--- config.mk ---
export PLATFORM = sky130hd
export DESIGN_NAME = zx_ula_io
export DESIGN_NICKNAME = d
export VERILOG_FILES = /design/src/rtl/zx_io_pkg.sv /design/src/rtl/zx_key_debounce.sv /design/src/rtl/zx_ula_io.sv
export SDC_FILE = /design/constraint.sdc
export NUM_CORES = 1
export LEC_CHECK = 0
export CORE_MARGIN = 2
export CORE_UTILIZATION = 40
export CTS_CLUSTER_SIZE = 25
export DETAILED_ROUTE_END_ITERATION = 16
export PLACE_DENSITY_LB_ADDON = 0.08
export SYNTH_ARGS = -nofsm -noshare
export SYNTH_HDL_FRONTEND = slang
export SYNTH_SLANG_ARGS = --single-unit
--- constraint.sdc ---
create_clock -name clk -period 5.45 [get_ports clk]
set_input_delay 1.635 -clock clk [delete_from_list [all_inputs] [get_ports clk]]
set_output_delay 1.635 -clock clk [all_outputs]
set_load 0.02 [all_outputs]
--- src/rtl/zx_io_pkg.sv ---
// Shared constants, types and helpers for the ULA I/O block.
package zx_io_pkg;

  localparam logic       ULA_PORT_A0    = 1'b0;
  localparam logic [7:0] KEMPSTON_PORT  = 8'h1F;
  localparam int         DEF_INT_PERIOD = 140000;
  localparam int         DEF_INT_LEN    = 64;
  localparam int         DEF_DEB_TICK   = 35000;

  // Registered port-0xFE write state.
  typedef struct packed {
    logic [2:0] border;
    logic       mic;
    logic       beeper;
  } ula_out_t;

  function automatic int key_index(input int row, input int col, input int ncols);
    return row * ncols + col;
  endfunction

endpackage

--- src/rtl/zx_key_debounce.sv ---
// Keyboard matrix input synchroniser and sampled two-vote debouncer.
module zx_key_debounce #(
  parameter int N        = 40,
  parameter int DEB_TICK = 35000
) (
  input  logic         clk,
  input  logic         rst_n,
  input  logic [N-1:0] raw_n,
  output logic [N-1:0] deb
);

  localparam int TW = (DEB_TICK > 1) ? $clog2(DEB_TICK) : 1;

  logic [N-1:0]  s1_q, s2_q;
  logic [N-1:0]  prev_q, prev_d;
  logic [N-1:0]  deb_q, deb_d;
  logic [TW-1:0] tick_q, tick_d;
  logic          wrap;

  assign wrap   = (tick_q == TW'(DEB_TICK - 1));
  assign tick_d = wrap ? '0 : tick_q + 1'b1;
  assign prev_d = wrap ? s2_q : prev_q;

  // A key only moves once two consecutive samples agree.
  for (genvar i = 0; i < N; i++) begin : g_key
    assign deb_d[i] = (wrap && (s2_q[i] == prev_q[i])) ? s2_q[i] : deb_q[i];
  end

  always_ff @(posedge clk or negedge rst_n) begin
    if (!rst_n) begin
      s1_q   <= '1;
      s2_q   <= '1;
      prev_q <= '1;
      deb_q  <= '1;
      tick_q <= '0;
    end else begin
      s1_q   <= raw_n;
      s2_q   <= s1_q;
      prev_q <= prev_d;
      deb_q  <= deb_d;
      tick_q <= tick_d;
    end
  end

  assign deb = deb_q;

endmodule

--- src/rtl/zx_ula_io.sv ---
// ULA I/O: keyboard/EAR read, border/MIC/beeper write, 50 Hz frame interrupt.
// Optional Kempston joystick port at 0x1F when ZX_IO_KEMPSTON_EN is defined.
module zx_ula_io
  import zx_io_pkg::*;
#(
  parameter int NUM_ROWS   = 8,
  parameter int NUM_COLS   = 5,
  parameter int INT_PERIOD = DEF_INT_PERIOD,
  parameter int INT_LEN    = DEF_INT_LEN,
  parameter int DEB_TICK   = DEF_DEB_TICK
) (
  input  logic                         clk,
  input  logic                         resetn,
  input  logic [NUM_ROWS*NUM_COLS-1:0] key_n,
  input  logic                         ear_in,
  input  logic [15:0]                  ad,
  input  logic                         iorq_n,
  input  logic                         rd_n,
  input  logic                         wr_n,
  input  logic [7:0]                   data_in,
`ifdef ZX_IO_KEMPSTON_EN
  input  logic [4:0]                   joy,
`endif
  output logic [7:0]                   data_out,
  output logic                         data_oe,
  output logic                         int_n,
  output logic [2:0]                   border,
  output logic                         mic,
  output logic                         beeper
);

  localparam int NK  = NUM_ROWS * NUM_COLS;
  localparam int FCW = (INT_PERIOD > 1) ? $clog2(INT_PERIOD) : 1;

  logic [1:0] rst_sync_q;
  logic       rst_n;

  // Assert asynchronously, release two clocks later.
  always_ff @(posedge clk or negedge resetn) begin
    if (!resetn) rst_sync_q <= '0;
    else         rst_sync_q <= {rst_sync_q[0], 1'b1};
  end
  assign rst_n = rst_sync_q[1];

  logic [1:0] ear_sync_q;
  logic       ear_s;

  always_ff @(posedge clk or negedge rst_n) begin
    if (!rst_n) ear_sync_q <= '1;
    else        ear_sync_q <= {ear_sync_q[0], ear_in};
  end
  assign ear_s = ear_sync_q[1];

  logic [NK-1:0] deb;

  zx_key_debounce #(
    .N        (NK),
    .DEB_TICK (DEB_TICK)
  ) u_deb (
    .clk   (clk),
    .rst_n (rst_n),
    .raw_n (key_n),
    .deb   (deb)
  );

  logic sel, rd_sel, wstb;
  assign sel    = !iorq_n && (ad[0] == ULA_PORT_A0);
  assign rd_sel = sel && !rd_n;
  assign wstb   = sel && !wr_n;

`ifdef ZX_IO_KEMPSTON_EN
  logic [1:0][4:0] joy_sync_q;
  logic            joy_rd;

  always_ff @(posedge clk or negedge rst_n) begin
    if (!rst_n) joy_sync_q <= '1;
    else        joy_sync_q <= {joy_sync_q[0], joy};
  end
  assign joy_rd = !iorq_n && !rd_n && (ad[7:0] == KEMPSTON_PORT);
`endif

  logic [4:0] col;

  // Selected rows are ANDed; unselected rows and absent columns read released.
  always_comb begin
    col = '1;
    for (int c = 0; c < NUM_COLS; c++)
      for (int r = 0; r < NUM_ROWS; r++)
        if (!ad[8+r]) col[c] = col[c] & deb[key_index(r, c, NUM_COLS)];
  end

  always_comb begin
    data_oe  = 1'b0;
    data_out = 8'hFF;
    if (rd_sel) begin
      data_oe  = 1'b1;
      data_out = {1'b1, ear_s, 1'b1, col};
    end
`ifdef ZX_IO_KEMPSTON_EN
    if (joy_rd) begin
      data_oe  = 1'b1;
      data_out = {3'b000, joy_sync_q[1]};
    end
`endif
  end

  // Strobe history resets to "seen" so a strobe spanning reset is not an edge.
  logic     wstb_q;
  ula_out_t out_q, out_d;

  always_comb begin
    out_d = out_q;
    if (wstb && !wstb_q) out_d = '{border: data_in[2:0], mic: data_in[3], beeper: data_in[4]};
  end

  always_ff @(posedge clk or negedge rst_n) begin
    if (!rst_n) begin
      wstb_q <= 1'b1;
      out_q  <= '0;
    end else begin
      wstb_q <= wstb;
      out_q  <= out_d;
    end
  end

  assign border = out_q.border;
  assign mic    = out_q.mic;
  assign beeper = out_q.beeper;

  logic [FCW-1:0] frame_q, frame_d;
  logic           int_n_q, int_n_d;

  always_comb begin
    frame_d = (frame_q == FCW'(INT_PERIOD - 1)) ? '0 : frame_q + 1'b1;
    int_n_d = !(frame_q >= FCW'(INT_PERIOD - INT_LEN));
  end

  always_ff @(posedge clk or negedge rst_n) begin
    if (!rst_n) begin
      frame_q <= '0;
      int_n_q <= 1'b1;
    end else begin
      frame_q <= frame_d;
      int_n_q <= int_n_d;
    end
  end

  assign int_n = int_n_q;

  logic unused_ok;
  assign unused_ok = ^{ad[15:8], ad[7:1], data_in[7:5]};

endmodule

==> reports/metrics.cfg, run 1 <==
[status]
status=completed

[timing]
finClkSkew_ps=19.5
final-hold-violation-count=0
drv_slew=0
fin_crit_sh=0.942
relSlewSlack=0.363
setup_viol=0
period_minus_slack_ps=5130
fin_ws_ps=317
fin_tns_setup_ps=0
rsz0062_at_grt=false
worst_pin_slew_ps=956
fmax_mhz=195
whs_ps=353

[synth]
synth_seq_cells=205
synthXorXnorAreaFrac=0.0319
yosysSeqAreaShare=0.693
syn_area_um2=7700
yosys_warnings=0
synth_largest_area_cell=dfstp_2
postSynthCellCount=663
synth.top_cell.area_share=0.560
synth_fa_ha_area_frac=0.00488
synth_mux_area_frac=0.00731
yosys-top-cells-area=dfstp_2 56%, dfrtp_1 13%, nand2_1 8.4%
synth_compound_area_frac=0.0533
synth_top_family_by_area=simple AND/OR/NAND/NOR gates
synth_area_per_cell_um2=11.6
ys_types=38
synthSimpleGateAreaFrac=0.193

[worst_setup_path]
path_class=input pin to primary output
crit_top_cell=clkdlybuf4s50_1
crit_path_max_incr_delay_ps=690
crit_chain=clkdlybuf4s50_1 -> o22ai_1 -> o41ai_1 -> clkdlybuf4s50_1
rrSetupSlack_ps=3050
required_ps=3820
worst_ep_arrival_time_ps=3500
reg2reg_to=u_deb.deb[1]$_DFFE_PN1P_
start_kind=input pin
path_max_fanout=5
ff2ff_path_depth=5
reg2reg_from=u_deb.tick_q[9]$_DFF_PN0_
crit_slowest_cell=clkdlybuf4s50_1
endpoint_kind=primary output

[place]
dp_hpwl_mm=9.82
post-place-ws_ps=329
dp_cells=956
port_buffers=72
gp_congestion=0.816
placed_area_um2=8670

[drt]
drtIter0Drc=392
drt-vias-per-instance=5.04
ant_nets=0
wl_met2_mm=7.01
drcViolationCount=0
firstDrtPassIters=4
wl_met3_um=645
drt-total-wl_mm=15.3
top_layer=met4
wl_per_cell_um=15.3
wl_met1_mm=7.01
dr_total_vias=5032

[cts]
clk_latency_ps=520
clockRootBuffer=clkbuf_16
clkSinkCount=205
clk_pin_slew_ps=60
cts_tree=built
post_cts_resized=0
cts_hold_repair.buffers=0
clockBufferDepth=3
cts_post_setup_buffers_inserted=0
htreeDepth=1
cts_buffers=23

[grt]
grt_usage=0.157
grt_pass1_wl_mm=25.7
globalRoute.totalOverflow=0
grt_antenna_before_repair=2
grt_max_degree=129
grt_pass1_vias=5064

[power_and_ir_drop]
total_power_mw=3.20
p_leak_nw=3.90
irDropWorstVdd_v=0.000209
power.density_nw_per_um2=340

[die]
rows=50
chipWidth_um=143
initial_core_util=0.410
core_area_um2=18800
die_area_um2=20400
ioPinCount=85
fp.dieH_um=143

[hold_path]
hold_end=rst_sync_q[1]$_DFF_PN0_
hold_depth=0
min-delay-start=rst_sync_q[0]$_DFF_PN0_
hold_path.class=flop to flop

[final_layout]
stdcell_area_um2=9410
drive_gt1_frac=0.279
layout_common_cells=172 x nand2_1, 164 x dfstp_2, 92 x nand3_1
syn2layout_area_growth_pct=22.2
fin_util=0.501
final_common_cell=nand2_1
final_cells=999
nNetsFinal=820

[flow_run]
maxCapViolCount=0

## kinds of logic after synthesis
kind of cell	after synthesis
other	1
AND/OR/NAND/NOR	324
XOR/XNOR	28
multiplexers	5
buffers and inverters	25
flip-flops	205
AO/OA/AOI/OAI	72
adder cells (fa/ha/maj)	3
## synthesized netlist by cell type, drive strengths merged
master / instances
nand2: 172
dfstp: 164
nand3: 92
o21ai: 42
dfrtp: 41
o22ai: 20
nor2: 19
xnor2: 14
xor2: 14
buf: 11
clkbuf: 8
nand4: 8
inv: 6
mux2: 5
nor3: 5
nor4: 5
o41ai: 5
a21oi: 3
and4: 3
ha: 3
nor4b: 3
or3: 3
or4: 3
and2: 2
or4b: 2
and3b: 1
and4b: 1
conb: 1
nand2b: 1
nand4bb: 1
nor2b: 1
nor3b: 1
o221ai: 1
o31ai: 1
or2: 1
## critical path: cells and delay by family
family | cells | cell delay (ps)
AO/OA/AOI/OAI | 2 | 610
buffers and inverters | 2 | 1260
## power by group
| part | switching (mW) | leakage (nW) | total [mW] | internal, mW |
|---|---|---|---|---|
| registers | 0.0314 | 2.25 | 1.62 | 1.59 |
| logic | 0.0519 | 1.30 | 0.117 | 0.0651 |
| clock network | 0.590 | 0.362 | 1.46 | 0.872 |
## state kept, by name (all words and copies together) (netlist names), 2 cells and up
register      cells
ear_sync_q        2
border            3
u_deb.s2_q       40
u_deb.s1_q       40
rst_sync_q        2
u_deb.prev_q     40
u_deb.tick_q     16
frame_q          18
u_deb.deb        40
## how the worst max path moves through the flow
stage               startpoint     endpoint  slack (ps)  depth (start not counted)
global route             ad[8]  data_out[4]         200                          4
CTS                      ad[9]  data_out[1]         320                          4
detailed placement       ad[9]  data_out[1]         330                          4
global placement        ad[12]  data_out[2]         340                          4
finish                   ad[9]  data_out[1]         320                          4
floorplan                ad[0]  data_out[0]        1000                          2
## layout make-up
| type | count | area (um2) |
|---|---|---|
| antenna | 2 | 5.00 |
| multi-input combinational | 435 | 2260 |
| timing repair buffer | 76 | 763 |
| sequential | 205 | 5340 |
| clock inverter | 7 | 41.3 |
| tap | 234 | 293 |
| clock buffer | 34 | 688 |
| fill | 1671 | 9360 |
| inverter | 6 | 22.5 |
## metal layers
layer | global-route usage | up-vias
met1 | 0.216 | 2471
li1 | - | 2431
met2 | 0.242 | 92
met4 | 0.0677 | 0
met3 | 0.0322 | 38
met5 | 0 | -
(Power assumes the default switching activity.)
==> run 2: changes to the inputs <==
Settings changed: CTS_BUF_LIST set to sky130_fd_sc_hd__clkbuf_8.
==> run 2 against run 1 <==
  * Hold slack lost 1.5 ps
  * Cell count grew 2.1%
  * Worst setup slack gained 11 ps
  * Combinational power is essentially flat
  * Largest cell class unchanged
  * Die area is the same
  * Clock power shrank 5%
  * Critical path depth is the same
  * Largest power group unchanged
  * Fmax grew 0.22%
  * Register-to-register slack gained 40 ps
  * Sequential power is essentially flat
==> reports/metrics.cfg, run 2 (synthesis results as in run 1) <==
[cts]
clockRootBuffer=clkbuf_8
clockBufferDepth=3  ; unchanged
clk_pin_slew_ps=60  ; about the same
cts_tree=built
cts_post_setup_buffers_inserted=0  ; unchanged
htreeDepth=2  ; +1
clk_latency_ps=500  ; -20 ps
clkSinkCount=205  ; unchanged
post_cts_resized=0  ; unchanged
cts_buffers=36  ; +57%
cts_hold_repair.buffers=0  ; unchanged

[drt]
dr_total_vias=5069  ; +0.74%
firstDrtPassIters=4  ; unchanged
drcViolationCount=0  ; unchanged
drt-total-wl_mm=15.3  ; about the same
drt-vias-per-instance=4.97  ; -1.3%
wl_per_cell_um=15.0  ; -2.1%
drtIter0Drc=298  ; -24%
ant_nets=0  ; unchanged

[timing]
whs_ps=352  ; -1.46 ps
period_minus_slack_ps=5120  ; -11.3 ps
fin_crit_sh=0.940  ; -0.00207
relSlewSlack=0.358  ; -0.00482
final-hold-violation-count=0  ; unchanged
worst_pin_slew_ps=963  ; +7.23 ps
fin_ws_ps=328  ; +11.3 ps
fin_tns_setup_ps=0  ; unchanged
rsz0062_at_grt=false
finClkSkew_ps=16.5  ; -3.07 ps
fmax_mhz=195  ; +0.22%
setup_viol=0  ; unchanged
drv_slew=0  ; unchanged

[place]
port_buffers=72  ; unchanged
dp_hpwl_mm=9.82  ; unchanged
placed_area_um2=8670  ; unchanged
post-place-ws_ps=329  ; unchanged
dp_cells=956  ; unchanged
gp_congestion=0.816  ; unchanged

[hold_path]
hold_depth=0  ; unchanged
min-delay-start=u_deb.s1_q[14]$_DFF_PN1_
hold_end=u_deb.s2_q[14]$_DFF_PN1_
hold_path.class=flop to flop

[final_layout]
nNetsFinal=833  ; +1.6%
stdcell_area_um2=9420  ; about the same
layout_common_cells=172 x nand2_1, 164 x dfstp_2, 92 x nand3_1
drive_gt1_frac=0.295  ; +0.0155
fin_util=0.502  ; about the same
final_common_cell=nand2_1
syn2layout_area_growth_pct=22.3  ; about the same
fillerInstances=1686  ; +0.90%
final_cells=1020  ; +2.1%

[flow_run]
maxCapViolCount=0  ; unchanged

[die]
rows=50  ; unchanged
ioPinCount=85  ; unchanged
chipWidth_um=143  ; unchanged
fp.dieH_um=143  ; unchanged
initial_core_util=0.410  ; unchanged
core_area_um2=18800  ; unchanged
die_area_um2=20400  ; unchanged

[grt]
grt_antenna_before_repair=2  ; unchanged
grt_usage=0.157  ; +0.000556
globalRoute.totalOverflow=0  ; unchanged
grt_max_degree=129  ; unchanged
grt_pass1_wl_mm=25.6  ; -0.32%
grt_pass1_vias=5143  ; +1.6%

[power_and_ir_drop]
p_leak_nw=3.95  ; +1.3%
total_power_mw=3.13  ; -2.3%
power.density_nw_per_um2=332  ; -2.4%
irDropWorstVdd_v=0.000194  ; -7.4%

[worst_setup_path]
rrSetupSlack_ps=3090  ; +40 ps
path_class=input pin to primary output
endpoint_kind=primary output
start_kind=input pin
reg2reg_from=u_deb.tick_q[9]$_DFF_PN0_
ff2ff_path_depth=5  ; unchanged
worst_ep_arrival_time_ps=3490  ; about the same
required_ps=3820  ; about the same
reg2reg_to=u_deb.deb[13]$_DFFE_PN1P_
path_max_fanout=5  ; unchanged

[status]
status=completed

run 2: changes by cell type in the layout (fill, tap and decap cells not counted), sizes merged:
cell	before	now
clkbuf	34	49
clkinv	5	3
inv	7	15
run 2: worst max-delay path, cell delays in order:
cell,delay [ps]
clkdlybuf4s50_1,570
o22ai_1,130
o41ai_1,460
clkdlybuf4s50_1,690
run 2: worst max path at each step:
stage           start          end  slack, ps  cells after the start
2_1_floorplan   ad[0]  data_out[0]       1000                      2
3_3_place_gp   ad[12]  data_out[2]        340                      4
5_1_grt         ad[8]  data_out[4]        210                      4
3_5_place_dp    ad[9]  data_out[1]        330                      4
6_report        ad[9]  data_out[1]        330                      4
4_1_cts         ad[9]  data_out[1]        320                      4
run 2: cell type report:
cell class / count / area (um2) / share of cell area
sequential: 205 / 5340 / 0.567
multi-input combinational: 435 / 2260 / 0.240
timing repair buffer: 76 / 763 / 0.0811
clock buffer: 49 / 674 / 0.0716
tap: 234 / 293 / 0.0311
clock inverter: 13 / 61.3 / 0.00651
inverter: 6 / 22.5 / 0.00239
antenna: 2 / 5.00 / 0.000532
run 2: report_power, final:
| part | internal (mW) | total [mW] | switching (mW) |
|---|---|---|---|
| registers | 1.59 | 1.62 | 0.0315 |
| clock network | 0.799 | 1.39 | 0.588 |
| logic | 0.0651 | 0.117 | 0.0518 |
run 2: routing by layer:
metal / wire length [um] / GRT usage / up-vias
met3: 753 / 0.0426 / 37
met1: 7000 / 0.211 / 2472
li1: - / - / 2462
met2: 7050 / 0.240 / 98
met4: 510 / 0.0719 / 0
met5: 0 / 0 / -
==> run 3: changes to the inputs <==
Settings changed: CORE_UTILIZATION 40 to 50.
==> run 3 against run 2 <==
  * Largest power group unchanged
  * Clock-buffer cell count fell by 6
  * Hold slack improved by 0.93 ps
  * Critical path type unchanged
  * Clock skew rose by 0.82 ps
  * Register-to-register slack improved by 160 ps
  * Sequential cell count did not move
  * Sequential power barely moved
  * Highest routed layer unchanged
  * Clock power fell by 8%
  * Fmax rose by 0.52%
  * Via count rose by 1.2%
==> reports/metrics.cfg, run 3 (synthesis results as in run 1) <==
[grt]
grt_usage=0.190  ; +0.0322
globalRoute.totalOverflow=0  ; unchanged
grt_antenna_before_repair=0  ; -2
grt_pass1_vias=5114  ; -0.56%
grt_max_degree=116  ; -10%
grt_pass1_wl_mm=24.8  ; -3.4%

[hold_path]
min-delay-start=u_deb.s1_q[33]$_DFF_PN1_
hold_end=u_deb.s2_q[33]$_DFF_PN1_
hold_depth=0  ; unchanged
hold_path.class=flop to flop

[cts]
cts_hold_repair.buffers=0  ; unchanged
clk_latency_ps=510  ; about the same
cts_tree=built
clockRootBuffer=clkbuf_8
clockBufferDepth=3  ; unchanged
htreeDepth=2  ; unchanged
post_cts_resized=0  ; unchanged
cts_post_setup_buffers_inserted=0  ; unchanged
cts_buffers=35  ; -2.8%
clk_pin_slew_ps=50  ; about the same
clkSinkCount=205  ; unchanged

[worst_setup_path]
path_class=input pin to primary output
reg2reg_from=u_deb.tick_q[9]$_DFF_PN0_
crit_chain=clkdlybuf4s50_1 -> o22ai_1 -> o41ai_1 -> clkdlybuf4s50_1
required_ps=3820  ; about the same
ff2ff_path_depth=5  ; unchanged
worst_ep_arrival_time_ps=3460  ; -30 ps
rrSetupSlack_ps=3250  ; +160 ps
crit_slowest_cell=clkdlybuf4s50_1
path_max_fanout=5  ; unchanged
endpoint_kind=primary output
start_kind=input pin
reg2reg_to=u_deb.deb[36]$_DFFE_PN1P_
crit_path_max_incr_delay_ps=680  ; about the same
crit_top_cell=clkdlybuf4s50_1

[place]
dp_hpwl_mm=9.54  ; -2.8%
placed_area_um2=8620  ; -0.58%
port_buffers=72  ; unchanged
gp_congestion=0.941  ; +15%

[timing]
fin_tns_setup_ps=0  ; unchanged
period_minus_slack_ps=5100  ; -26.2 ps
drv_slew=0  ; unchanged
fmax_mhz=196  ; +0.52%
final-hold-violation-count=0  ; unchanged
rsz0062_at_grt=false
worst_pin_slew_ps=1090  ; +127 ps
setup_viol=0  ; unchanged
relSlewSlack=0.273  ; -0.0846
fin_crit_sh=0.935  ; -0.00482
finClkSkew_ps=17.3  ; +0.819 ps

[die]
rows=45  ; -10%
chipWidth_um=128  ; -10%
core_area_um2=15100  ; -19%
die_area_um2=16400  ; -19%
fp.dieH_um=128  ; -10%
ioPinCount=85  ; unchanged
initial_core_util=0.508  ; +0.0981

[power_and_ir_drop]
p_leak_nw=3.92  ; -0.75%
power.density_nw_per_um2=325  ; -2.1%
irDropWorstVdd_v=0.000223  ; +15%

[final_layout]
drive_gt1_frac=0.287  ; -0.00746
stdcell_area_um2=9280  ; -1.4%
syn2layout_area_growth_pct=20.5
layout_common_cells=172 x nand2_1, 164 x dfstp_2, 92 x nand3_1
diodes=0  ; -2
final_common_cell=nand2_1
nNetsFinal=833  ; unchanged

[drt]
drt-vias-per-instance=5.30  ; +6.7%
wl_per_cell_um=15.3  ; +1.8%
drt-total-wl_mm=14.8  ; -3.4%
ant_nets=0  ; unchanged
dr_total_vias=5131  ; +1.2%
drtIter0Drc=323  ; +8.4%
drcViolationCount=0  ; unchanged
firstDrtPassIters=5  ; +1

[flow_run]
maxCapViolCount=0  ; unchanged

[status]
status=completed

==> run 3: cell types whose count changed in the layout (fill, tap and decap cells not counted) <==
cell and change:
buf_4 +1, clkbuf_8 -6, inv_1 +3, clkinv_2 -2
diode_2 -2
==> run 3: worst max-delay path: cells and delay by family <==
kind / cells / cell delay (ps)
buffers and inverters: 2 / 1260
AO/OA/AOI/OAI: 2 / 560
==> run 3: cell type report <==
class / count / area (um2)
fillers: 1212 / 5870
flip-flops and latches: 205 / 5340
multi-input cells: 435 / 2260
repair buffers: 77 / 771
clock buffers: 43 / 592
well taps: 188 / 235
clock inverters: 14 / 62.6
inverters: 6 / 22.5
==> run 3: worst max-delay path by stage <==
stage / from / to / slack (ps) / depth (start not counted)
global route: ad[12] / data_out[0] / 340 / 4
finish: ad[12] / data_out[0] / 350 / 4
global placement: ad[9] / data_out[3] / 420 / 4
floorplan: ad[0] / data_out[0] / 1000 / 2
CTS: ad[12] / data_out[0] / 390 / 4
detailed placement: ad[12] / data_out[0] / 390 / 4
==> run 3: per-stage QoR <==
step	setup slack, ps	util	cells	total power, mW	hold WS, ps
after detailed placement	389	0.569	911	1.76	342
after CTS	388	0.613	968	3.07	353
after global routing	340	0.613	968	3.16	357
after floorplan	999	-	665	1.68	331
after global placement	415	0.569	911	1.76	339
final	355	0.613	968	3.02	353
==> run 3: layer usage <==
metal,wire (um),GRT usage,vias up
met1,6560,0.247,2524
met4,616,0.0950,0
met3,578,0.0422,36
li1,-,-,2461
met5,0,0,-
met2,7040,0.301,110
==> run 3: power by group <==
group          switching (mW)  internal [mW]
clock                   0.572          0.707
sequential             0.0328           1.59
combinational          0.0498         0.0651
